==> config.mk <==
export PLATFORM = sky130hd
export DESIGN_NAME = multicycle_control_unit
export DESIGN_NICKNAME = d
export VERILOG_FILES = /design/src/rtl/multicycle_control_unit.sv
export SDC_FILE = /design/constraint.sdc
export NUM_CORES = 1
export LEC_CHECK = 0
export CORE_MARGIN = 10
export CORE_UTILIZATION = 41
export DETAILED_ROUTE_END_ITERATION = 10
export HOLD_SLACK_MARGIN = 0.12
export PLACE_DENSITY = 0.74
export SETUP_SLACK_MARGIN = 0.05
export SLEW_MARGIN = 25
export SYNTH_ARGS = -nofsm -noshare
export SYNTH_HDL_FRONTEND = slang
export SYNTH_SLANG_ARGS = --single-unit
==> constraint.sdc <==
create_clock -name CLK -period 3.36 [get_ports CLK]
set_clock_uncertainty 0.1 [all_clocks]
set_input_delay 0.672 -clock CLK [delete_from_list [all_inputs] [get_ports CLK]]
set_output_delay 0.672 -clock CLK [all_outputs]
set_load 0.1 [all_outputs]
==> src/rtl/multicycle_control_unit.sv <==
// multicycle_control_unit
//   Multi-cycle MIPS control FSM. Each instruction is sequenced through
//   IF / ID / EXE / MEM / WB, and the datapath control lines are driven
//   for the current state. A sticky halt flag and a retired-instruction
//   counter are also kept.
//
// Ports
//   CLK, Reset      : rising-edge clock, synchronous active-high reset
//   op              : opcode from the external instruction register
//   zero            : ALU zero flag, used by beq/bne in bEXE
//   PCWre, IRWre, RegWre, mRD, mWR     : write/read enables
//   ALUSrcA, ALUSrcB, ExtSel, DBDataSrc, WrRegDSrc : datapath mux selects
//   InsMemRW        : instruction memory read, tied to 1
//   RegDst          : 00 = $31, 01 = rt, 10 = rd
//   PCSrc           : 00 = PC+4, 01 = branch, 10 = rs, 11 = jump target
//   ALUOp           : ALU function code
//   state           : current FSM state
//   halted          : sticky halt flag
//   retired         : number of instructions completed (wraps)
module multicycle_control_unit #(
    parameter int unsigned OP_W    = 6,
    parameter int unsigned ALUOP_W = 3,
    parameter int unsigned CNT_W   = 32
) (
    input  logic               CLK,
    input  logic               Reset,
    input  logic [OP_W-1:0]    op,
    input  logic               zero,
    output logic               PCWre,
    output logic               IRWre,
    output logic               RegWre,
    output logic               mRD,
    output logic               mWR,
    output logic               ALUSrcA,
    output logic               ALUSrcB,
    output logic               ExtSel,
    output logic               DBDataSrc,
    output logic               WrRegDSrc,
    output logic               InsMemRW,
    output logic [1:0]         RegDst,
    output logic [1:0]         PCSrc,
    output logic [ALUOP_W-1:0] ALUOp,
    output logic [2:0]         state,
    output logic               halted,
    output logic [CNT_W-1:0]   retired
);

    typedef enum logic [2:0] {
        S_IF   = 3'b000,
        S_ID   = 3'b001,
        S_CEXE = 3'b010,
        S_MEM  = 3'b011,
        S_CWB  = 3'b100,
        S_BEXE = 3'b101,
        S_AEXE = 3'b110,
        S_AWB  = 3'b111
    } state_t;

    localparam logic [OP_W-1:0] OP_ADD  = OP_W'(6'b000000);
    localparam logic [OP_W-1:0] OP_ADDI = OP_W'(6'b000001);
    localparam logic [OP_W-1:0] OP_SUB  = OP_W'(6'b000010);
    localparam logic [OP_W-1:0] OP_ORI  = OP_W'(6'b010000);
    localparam logic [OP_W-1:0] OP_AND  = OP_W'(6'b010001);
    localparam logic [OP_W-1:0] OP_OR   = OP_W'(6'b010010);
    localparam logic [OP_W-1:0] OP_SLL  = OP_W'(6'b011000);
    localparam logic [OP_W-1:0] OP_SLTI = OP_W'(6'b011011);
    localparam logic [OP_W-1:0] OP_SW   = OP_W'(6'b100110);
    localparam logic [OP_W-1:0] OP_LW   = OP_W'(6'b100111);
    localparam logic [OP_W-1:0] OP_BEQ  = OP_W'(6'b110000);
    localparam logic [OP_W-1:0] OP_BNE  = OP_W'(6'b110001);
    localparam logic [OP_W-1:0] OP_J    = OP_W'(6'b111000);
    localparam logic [OP_W-1:0] OP_JR   = OP_W'(6'b111001);
    localparam logic [OP_W-1:0] OP_JAL  = OP_W'(6'b111010);
    localparam logic [OP_W-1:0] OP_HALT = OP_W'(6'b111111);

    state_t             state_q, state_d;
    logic               halted_q, halted_d;
    logic [CNT_W-1:0]   retired_q, retired_d;

    logic               is_lw, is_sw, is_beq, is_bne;
    logic               is_alu, is_alu_imm, is_br, is_mem;
    logic [2:0]         alu_fn;
    logic               alu_srca, alu_srcb, alu_ext;
    logic [2:0]         aluop3;

    assign is_lw      = (op == OP_LW);
    assign is_sw      = (op == OP_SW);
    assign is_beq     = (op == OP_BEQ);
    assign is_bne     = (op == OP_BNE);
    assign is_alu_imm = (op == OP_ADDI) || (op == OP_ORI) || (op == OP_SLTI);
    assign is_alu     = is_alu_imm || (op == OP_ADD) || (op == OP_SUB) ||
                        (op == OP_AND) || (op == OP_OR) || (op == OP_SLL);
    assign is_br      = is_beq || is_bne;
    assign is_mem     = is_lw || is_sw;

    // ALU controls shared by aEXE and aWB
    always_comb begin
        alu_fn   = 3'b000;
        alu_srca = 1'b0;
        alu_srcb = 1'b0;
        alu_ext  = 1'b0;
        unique case (op)
            OP_ADDI: begin alu_srcb = 1'b1; alu_ext = 1'b1; end
            OP_SUB:  alu_fn = 3'b001;
            OP_SLL:  begin alu_fn = 3'b010; alu_srca = 1'b1; end
            OP_OR:   alu_fn = 3'b011;
            OP_ORI:  begin alu_fn = 3'b011; alu_srcb = 1'b1; end
            OP_AND:  alu_fn = 3'b100;
            OP_SLTI: begin alu_fn = 3'b101; alu_srcb = 1'b1; alu_ext = 1'b1; end
            default: ;
        endcase
    end

    // Outputs and next state. Reset and halted take priority over the
    // state decode, so no enable can be raised during a reset cycle.
    always_comb begin
        state_d   = state_q;
        halted_d  = halted_q;
        PCWre     = 1'b0;
        IRWre     = 1'b0;
        RegWre    = 1'b0;
        mRD       = 1'b0;
        mWR       = 1'b0;
        ALUSrcA   = 1'b0;
        ALUSrcB   = 1'b0;
        ExtSel    = 1'b0;
        DBDataSrc = 1'b0;
        WrRegDSrc = 1'b0;
        RegDst    = 2'b00;
        PCSrc     = 2'b00;
        aluop3    = 3'b000;

        if (Reset) begin
            state_d  = S_IF;
            halted_d = 1'b0;
        end else if (halted_q) begin
            state_d = S_IF;
        end else begin
            case (state_q)
                S_IF: begin
                    IRWre   = 1'b1;
                    state_d = S_ID;
                end
                S_ID: begin
                    state_d = S_IF;
                    if (op == OP_J) begin
                        PCWre = 1'b1;
                        PCSrc = 2'b11;
                    end else if (op == OP_JR) begin
                        PCWre = 1'b1;
                        PCSrc = 2'b10;
                    end else if (op == OP_JAL) begin
                        PCWre  = 1'b1;
                        PCSrc  = 2'b11;
                        RegWre = 1'b1;
                        RegDst = 2'b00;
                    end else if (op == OP_HALT) begin
                        halted_d = 1'b1;
                    end else if (is_alu) begin
                        state_d = S_AEXE;
                    end else if (is_br) begin
                        state_d = S_BEXE;
                    end else if (is_mem) begin
                        state_d = S_CEXE;
                    end else begin
                        // undefined opcode retires as a nop
                        PCWre = 1'b1;
                    end
                end
                S_AEXE: begin
                    aluop3  = alu_fn;
                    ALUSrcA = alu_srca;
                    ALUSrcB = alu_srcb;
                    ExtSel  = alu_ext;
                    state_d = S_AWB;
                end
                S_AWB: begin
                    aluop3    = alu_fn;
                    ALUSrcA   = alu_srca;
                    ALUSrcB   = alu_srcb;
                    ExtSel    = alu_ext;
                    RegWre    = 1'b1;
                    WrRegDSrc = 1'b1;
                    PCWre     = 1'b1;
                    RegDst    = is_alu_imm ? 2'b01 : 2'b10;
                    state_d   = S_IF;
                end
                S_BEXE: begin
                    aluop3  = 3'b001;
                    ExtSel  = 1'b1;
                    PCWre   = 1'b1;
                    PCSrc   = ((is_beq && zero) || (is_bne && !zero)) ? 2'b01 : 2'b00;
                    state_d = S_IF;
                end
                S_CEXE: begin
                    ALUSrcB = 1'b1;
                    ExtSel  = 1'b1;
                    state_d = S_MEM;
                end
                S_MEM: begin
                    ALUSrcB = 1'b1;
                    ExtSel  = 1'b1;
                    if (is_lw) begin
                        mRD     = 1'b1;
                        state_d = S_CWB;
                    end else begin
                        mWR     = is_sw;
                        PCWre   = is_sw;
                        state_d = S_IF;
                    end
                end
                S_CWB: begin
                    ALUSrcB   = 1'b1;
                    ExtSel    = 1'b1;
                    mRD       = 1'b1;
                    RegWre    = 1'b1;
                    DBDataSrc = 1'b1;
                    WrRegDSrc = 1'b1;
                    RegDst    = 2'b01;
                    PCWre     = 1'b1;
                    state_d   = S_IF;
                end
                default: state_d = S_IF;
            endcase
        end

        retired_d = Reset ? '0 : retired_q + CNT_W'(PCWre);
    end

    always_ff @(posedge CLK) begin
        state_q   <= state_d;
        halted_q  <= halted_d;
        retired_q <= retired_d;
    end

    assign InsMemRW = 1'b1;
    assign ALUOp    = ALUOP_W'(aluop3);
    assign state    = state_q;
    assign halted   = halted_q;
    assign retired  = retired_q;

endmodule
### Yosys cells after proc, flatten, opt, wreduce, memory -nomap -nowiden

Cells that the tools add are included.

* flip-flop bits (word level): 36
* latch bits: 0
* memory bits (writable): 0
* ROM bits: 0
* bits of input ports: 9
* output and inout port bits: 54
* logic and storage cells: 125
* memories: 0

* $add $sub $neg: 1
* multiply operators: 0
* divide/modulo/power cells: 0
* magnitude comparators: 0
* eq/ne operators: 22
* shift operators: 0
* multiplexer cells: 75
* bitwise gates (word level): 0
* reductions and logical operators: 24

Operator list (count)
* $eq 6x6->1 const B: 8
* $mux 1: 47
* $add 32x1->32: 1
* $eq 6x5->1 const B: 5
* $mux 3: 9
* $mux 2: 9
* $pmux 3 s6: 1
* $pmux 3 s5: 1
* $eq 3x3->1 const B: 4
* $logic_or 1x1->1: 10
* $reduce_or 2->1: 5
* $reduce_or 3->1: 3
* $pmux 1 s2: 4
* $pmux 2 s2: 2
* $eq 3x2->1 const B: 2
* $eq 6x1->1 const B: 1
* $eq 6x2->1 const B: 1
* $logic_not 6->1: 1
* $pmux 3 s2: 1
* $reduce_or 4->1: 1
* $eq 3x1->1 const B: 1
* $logic_not 3->1: 1
* $pmux 1 s3: 1
* $logic_and 1x1->1: 2
* $logic_not 1->1: 1

### Longest topological paths before layout

Gate-level depths: netlist (run 1).

* depth after elaboration: 17
* mapped depth: 13
* depth with buffers taken out: 11

### Worst setup path after synthesis (run 1)

OpenSTA, ideal clock, no wires.

* path kind: reg-to-reg
* start: register state_q[0], in the netlist state[0]
* end: register retired_q[31], in the netlist retired[31]
* setup time: 0.128 ns
* arrival time: 5.725 ns
* required time: 3.132 ns
* slack: -2.593 ns
* stages on the path, launching flop included: 14
* buffers on the path: 2
* period minus slack after synthesis: 5.953 ns
* cell sequence: dfxtp_1 -> clkbuf_1 -> nor2b_1 -> nand2_1 -> a31oi_1 -> nand3_1 -> a211oi_1 -> ha_1 -> and4_1 -> nand4_1 -> buf_6 -> nor4_4 -> xnor2_1 -> nor2_1

* longest elaborated chain between the ends: 6
* elaborated cells between the ends (all ways): 10
* those cells by class: add/sub: 1; eq/ne: 5; mux: 3; reduce/logical: 1

RTL lines
* start: declaration: RTL line 76 `state_t state_q, state_d;`
* start signal: assignment: RTL line 231 `state_q <= state_d;`
* $eq 3x3->1: RTL line 139 `case (state_q)`
* $reduce_or 3->1 (no line)
* $pmux 1 s3 (*): RTL line 139
* $mux 1 (*): RTL line 136 `end else if (halted_q) begin`
* $mux 1 (*): RTL line 133 `if (Reset) begin`
* named net PCWre: RTL line 29 `output logic PCWre,`
* $add 32x1->32 (*): RTL line 227 `retired_d = Reset ? '0 : retired_q + CNT_W'(PCWre);`
* end signal: assignment: RTL line 233 `retired_q <= retired_d;`
* end: declaration: RTL line 78 `logic [CNT_W-1:0] retired_q, retired_d;`

Mark *: on every way through the listed nets, which the timed path passes. The rest lies on a longest branch.
A chain may end at the register's enable or synchronous reset.

### Worst setup path after layout (run 1)

* start: input Reset
* end: output PCSrc[0]

* longest elaborated chain between the ends: 1

RTL lines
* start: declaration: RTL line 26 `input logic Reset,`
* $mux 2: RTL line 133
* end: declaration: RTL line 41 `output logic [1:0] PCSrc,`

No other way between the ends.

==> results of run 1 <==
cell usage in the layout, fill, tap and decap left out, drive strengths merged, types with 2 or more instances in the layout:
cell type	instances
xor2	18
inv	9
mux2i	2
o21ai	8
and3	4
nand3	14
nor3	12
nor4	6
a21oi	8
and4	3
nor2b	2
or3	7
nand4	11
buf	90
nor2	50
dlymetal6s2s	4
a211oi	5
or2	3
dfxtp	36
o22ai	2
nand2	21
clkbuf	7
ha	6
nand2b	2
xnor2	14
a31oi	2
clkdlybuf4s50	3
routing by layer:
metal / wire (um) / vias up / global-route usage [%]
met4: 44 / 0 / 3.213
met1: 2809 / 1085 / 16.48
met2: 3154 / 70 / 24.36
met3: 512 / 5 / 5.436
li1: - / 1142 / -
met5: 0 / - / 0
final timing paths:
path	to	depth (start not counted)
min	halted	2
max reg2reg	retired[24]	14
min reg2reg	halted	2
max	PCSrc[0]	7
kinds of logic after synthesis:
family | synth area share (%)
xor gates and xnor gates | 12.82
adders and majority gates | 3.434
DFF | 32.97
other | 0.1716
and+or+nand+nor | 33.32
buffers and inverters | 6.010
muxes | 0.9159
AOI/OAI and AO/OA | 10.36
per-stage QoR:
step                      utilization, %  area (um^2)  setup slack, ns  std cells
after floorplan                        -         2372          -0.5220        277
after global routing               67.41         3465          0.04333        438
final                              67.41         3465           0.1154        438
after detailed placement           63.12         3244          -0.1634        422
after global placement             63.12         3244         -0.09905        422
after CTS                          64.85         3333         0.005041        430
repair_timing:
action,in CTS,in global routing
pin swaps,1,14
buffers inserted,0,8
endpoints found under the setup margin,4,17
gates resized for setup,5,22
worst register-to-register path, cell delays in order, from the launching register on:
cell and delay, ns:
dfxtp_4 0.40, nor2b_1 0.29, nand2_1 0.15, a31oi_1 0.17
nand3_1 0.14, a211oi_4 0.30, ha_2 0.23, and4_4 0.21
nand4_1 0.11, buf_6 0.14, buf_4 0.16, buf_4 0.14
nor3_4 0.10, xnor2_1 0.13, nor2_1 0.05
layout make-up:
cell class | count | area (um^2)
Inverter | 9 | 33.78
Sequential cell | 36 | 728.2
Fill cell | 422 | 1675
Multi-Input combinational cell | 217 | 1538
Clock buffer | 7 | 76.32
Clock inverter | 1 | 8.758
Timing Repair Buffer | 98 | 992.2
Tap cell | 70 | 87.58
state kept, by name, indices dropped and copies added (netlist names):
register	flops
halted	1
state	3
retired	32
power breakdown:
part	internal (mW)	leakage, nW	total, mW	switching, mW
Combinational	0.0636	1.07	0.177	0.113
Clock	0.148	0.0424	0.302	0.154
Sequential	0.429	0.292	0.435	0.00576
Total	0.641	1.40	0.913	0.273
==> out/qor.yml, run 1 <==
outcome:
  status: "finished clean"
cts:
  cts-hold-fix-buffers: 0
  cts.htree.levels: 2
  cts_buffer_depth: 2
  root_buffer: "clkbuf_8"
  clkTransAtPathRegs_ns: 0.07
  clock_latency_ns: 0.29
  cts_inserted_buffers: 5
  cts_tree: "built"
  cts_sinks: 36
timing:
  setup_viol_count_final: 0
  fin_crit_sh_pct: 96.57
  period_needed_ns: 3.245
  rsz0062_at_grt: "true"
  max_freq_ghz: 0.3082
  slew_violations: 0
  setup_tns_ns: 0
  finalHoldViolations: 0
  holdWs_ns: 0.3941
layout:
  fin_nets: 382
  syn2layout_area_growth_pct: 58.50
  drive_gt1_share_pct: 37.50
  num_antenna_cells: 0
synth:
  ys_ff_latch: 36
  synthesis.area_um2: 2186
  synth.most_common_cell: "nor2_1"
  netlist_top_cells_count: "nor2_1, dfxtp_1, nand2_1"
  synth_cells: 277
  synth_flop_cell: "dfxtp_1"
  syn-num-nets: 292
  synth-seq-area-share_pct: 32.97
  yosysWarningCount: 0
  synth_edf_count: 0
  yosysTopAreaCell: "dfxtp_1"
  synth_cell_type_count: 47
  async_reset_ff_share_pct: 0
  synth_area_leaders: "dfxtp_1, nor2_1, xor2_1"
  syn_area_per_cell_um2: 7.891
  yosysTopAreaCellShare_pct: 32.97
die:
  core_area_um2: 5140
  die_area_um2: 8652
  io_pins: 63
  fp.dieH_um: 93.02
  fp.dieW_um: 93.02
  rows: 26
  start_util_pct: 42.53
critical_path:
  critPathCaptureType: "primary output"
  cp_slowest_stage_delay_ns: 0.43
  worst_ep_arrival_time_ns: 2.47
  path_max_fanout: 4
  critPathBufInv: 2
  crit_path_start: "Reset"
  cp_top_family: "simple AND/OR/NAND/NOR gates"
  rrSetupSlack_ns: 0.41
  crit_top_cell: "or2_2"
  critical_path.cell_chain: "clkdlybuf4s50_1 -> or2_2 -> or2_2 -> nand3b_1 -> o21ai_1 -> o21a_1 -> buf_12"
  critical_path_class: "input port to primary output"
  crit_required_ns: 2.59
  worstSetupStartpointType: "input port"
  cpMaxStageDelayCell: "clkdlybuf4s50_1"
  r2r_start: "state[0]"
routing:
  ant_nets: 0
  routedWlPerCell_um: 14.89
  wirelength_um: 6521
  drt_iter0_drc: 167
  via_per_inst: 5.256
  vias: 2302
  dr.pass1.iters: 4
  drc: 0
pwr:
  p_per_area_nw_per_um2: 263.6
  leakagePower_nw: 1.400
  peakVddDrop_v: 0.0001954
  power.total_uw: 913.4
grt:
  grt_remaining_overflow: 0
  grt_use_total_pct: 14.26
  antenna_found_initial: 0
  grt_max_degree: 34
  grt_pass1_vias: 2177
  grt_pass1_wl_um: 10450
placement:
  dp_hpwl_um: 4914
  port_buffers: 61
  place.gp.congestion: 0.8642
worst_hold_path:
  min_from: "halted"
  hold_path_class: "flop to flop"
job:
  drv_cap: 0
Note: power is estimated with default switching activity, not from simulation.
==> run 2: changes to the inputs <==
--- a/config.mk
+++ b/config.mk
@@ -8,6 +8,7 @@
 export CORE_MARGIN = 10
 export CORE_UTILIZATION = 41
 export DETAILED_ROUTE_END_ITERATION = 10
+export GPL_TIMING_DRIVEN = 0
 export HOLD_SLACK_MARGIN = 0.12
 export PLACE_DENSITY = 0.74
 export SETUP_SLACK_MARGIN = 0.05
==> out/qor.yml, run 2 (synthesized netlist as in run 1, its figures left out) <==
outcome:
  status: "finished clean"
grt:
  antenna_found_initial: 0  # unchanged
  grt_remaining_overflow: 0  # unchanged
  grt_max_degree: 12  # -65%
  grt_pass1_wl_um: 10400  # -0.53%
  grt_use_total_pct: 14.23  # -0.031 points
  grt_pass1_vias: 2169  # -0.37%
critical_path:
  worstSetupStartpointType: "input port"
  worst_ep_arrival_time_ns: 2.49  # +0.02 ns
  critical_path.cell_chain: "clkdlybuf4s50_1 -> clkbuf_4 -> o21ai_0 -> o21ai_1 -> nand3_1 -> a21oi_1 -> buf_6"
  crit_required_ns: 2.59  # about the same
  critical_path_class: "input port to primary output"
  critPathBufInv: 3  # +1
  path_max_fanout: 10  # +6
  cp_slowest_stage_delay_ns: 0.56  # +0.13 ns
  critPathCaptureType: "primary output"
  cpMaxStageDelayCell: "clkdlybuf4s50_1"
  cp_top_family: "buffers and inverters"
layout:
  final_util_pct: 63.32  # -4.1 points
  seqCellArea_um2: 728.2  # unchanged
  final_area_um2: 3254  # -6.1%
  largest_reg_flops: 32  # unchanged
  syn2layout_area_growth_pct: 48.88
  layout_common_cells: "nor2_1, clkdlybuf4s50_1, dfxtp_1"
  fin_nets: 366  # -4.2%
  multi_input_area_um2: 1515  # -1.5%
  final_common_cell: "nor2_1"
  num-fill-cells: 491  # +16%
  drive_gt1_share_pct: 24.15  # -13 points
  num_antenna_cells: 0  # unchanged
routing:
  drt_iter0_drc: 124  # -26%
  wirelength_um: 6455  # -1.0%
  routedWlPerCell_um: 15.30  # +2.7%
  vias: 2255  # -2.0%
  drc: 0  # unchanged
  via_per_inst: 5.344  # +1.7%
  dr.pass1.iters: 5  # +1
  ant_nets: 0  # unchanged
placement:
  place_area_um2: 3040  # -6.3%
  dp_hpwl_um: 4754  # -3.2%
  port_buffers: 58  # -4.9%
  place.gp.congestion: 0.8889  # +2.9%
  pre_cts_ws_ns: -1.021  # -0.8575 ns
cts:
  clkTransAtPathRegs_ns: 0.06  # about the same
  cts_inserted_buffers: 5  # unchanged
  cts_buffer_depth: 2  # unchanged
  root_buffer: "clkbuf_8"
  cts_sinks: 36  # unchanged
  clock_latency_ns: 0.29  # about the same
  cts.htree.levels: 2  # unchanged
  cts_tree: "built"
pwr:
  peakVddDrop_v: 0.0002667  # +36%
  p_int_uw: 740.8  # +16%
  p_per_area_nw_per_um2: 310.6  # +18%
  power.total_mw: 1.011  # +11%
  combPwrFrac_pct: 16.1  # -3.2 points
  seqPwrFrac_pct: 42.7  # -4.9 points
  leakagePower_nw: 1.207  # -14%
  p_sw_uw: 270.1  # -0.88%
  pwr-share-clk_pct: 41.2  # +8.2 points
  p_sw_share_pct: 26.72  # -3.1 points
die:
  fp.dieW_um: 93.02  # unchanged
  rows: 26  # unchanged
  die_area_um2: 8652  # unchanged
  fp.dieH_um: 93.02  # unchanged
  io_pins: 63  # unchanged
  core_area_um2: 5140  # unchanged
  start_util_pct: 42.53  # unchanged
timing:
  max_freq_ghz: 0.3070  # -0.39%
  setup_tns_ns: 0  # unchanged
  setup_viol_count_final: 0  # unchanged
  finalHoldViolations: 0  # unchanged
  setup_ws_ns: 0.1025  # -0.01286 ns
  fin_crit_sh_pct: 96.95  # +0.38 points
  worst_pin_slew_ns: 1.031
  period_needed_ns: 3.257  # +0.01286 ns
  relSlewSlack_pct: 31.06
  rsz0062_at_grt: "true"
  slew_violations: 0  # unchanged
worst_hold_path:
  hold_path_class: "flop to flop"
job:
  drv_cap: 0  # unchanged
==> run 2: cell count changes in the layout (fill, tap and decap cells not counted), sizes merged <==
cell,delta
clkdlybuf4s15,+1
clkbuf,+11
clkinv,-1
buf,-62
dlymetal6s2s,-2
bufinv,+1
dlygate4sd2,+1
clkdlybuf4s50,+35
==> run 2: per-stage QoR <==
stage / std cells / hold slack (ns)
floorplan: 277 / 0.6907
global placement: 405 / 0.3772
detailed placement: 405 / 0.3811
CTS: 419 / 0.3990
global route: 422 / 0.4099
finish: 422 / 0.3960
==> run 2: layout make-up <==
type                            instances  area share, %
Clock inverter                          1         0.9227
Clock buffer                            7          2.960
Timing Repair Buffer                   67          19.22
Multi-Input combinational cell        217          46.56
Inverter                                9          1.038
Buffer                                 15          4.229
Tap cell                               70          2.691
Sequential cell                        36          22.38
==> run 2: worst register-to-register path: stages (launching register included) <==
cell and delay, ns:
dfxtp_4 0.35, clkbuf_8 0.15, nor2b_1 0.30, nand2_1 0.16
a31oi_1 0.20, nand3_2 0.11, a211oi_4 0.24, ha_2 0.23
and4_1 0.20, nand4_1 0.16, buf_6 0.18, nor4_4 0.27
xnor2_1 0.14, nor2_1 0.05
==> run 2: routing by layer <==
metal  global-route usage [%]  wire length, um
met5                        0                0
met2                    24.36             3112
met1                    16.35             2750
met3                    4.077              481
met4                    5.527              111
==> run 2: path summary, 6_finish.rpt <==
path                  from     endpoint  slack [ns]  cells after the start
setup / recovery     op[0]      ALUSrcB        0.10                      7
hold / removal      halted       halted        0.40                      2
setup reg to reg  state[0]  retired[31]        0.40                     13
hold reg to reg     halted       halted        0.40                      2
==> run 2: power groups by stage <==
stage / registers (mW) / logic [mW] / clock network, mW
detailed placement: 0.441 / 0.150 / 0
CTS: 0.432 / 0.155 / 0.426
finish: 0.432 / 0.163 / 0.416
floorplan: 0.460 / 0.0970 / 0
global route: 0.432 / 0.172 / 0.446
global placement: 0.441 / 0.149 / 0
==> run 2: timing repair <==
action	4_1_cts	5_1_grt
hold buffers	0	0
setup endpoints to repair	30	28
buffers inserted	5	3
gates cloned	1	0
pin swaps	5	6
resized for setup	89	20
==> run 3: changes to the inputs <==
--- a/config.mk
+++ b/config.mk
@@ -7,6 +7,7 @@
 export LEC_CHECK = 0
 export CORE_MARGIN = 10
 export CORE_UTILIZATION = 41
+export CTS_CLUSTER_DIAMETER = 100
 export DETAILED_ROUTE_END_ITERATION = 10
 export GPL_TIMING_DRIVEN = 0
 export HOLD_SLACK_MARGIN = 0.12
==> results of run 3 <==
Final layout, timing and power as in run 2 (identical DEF).
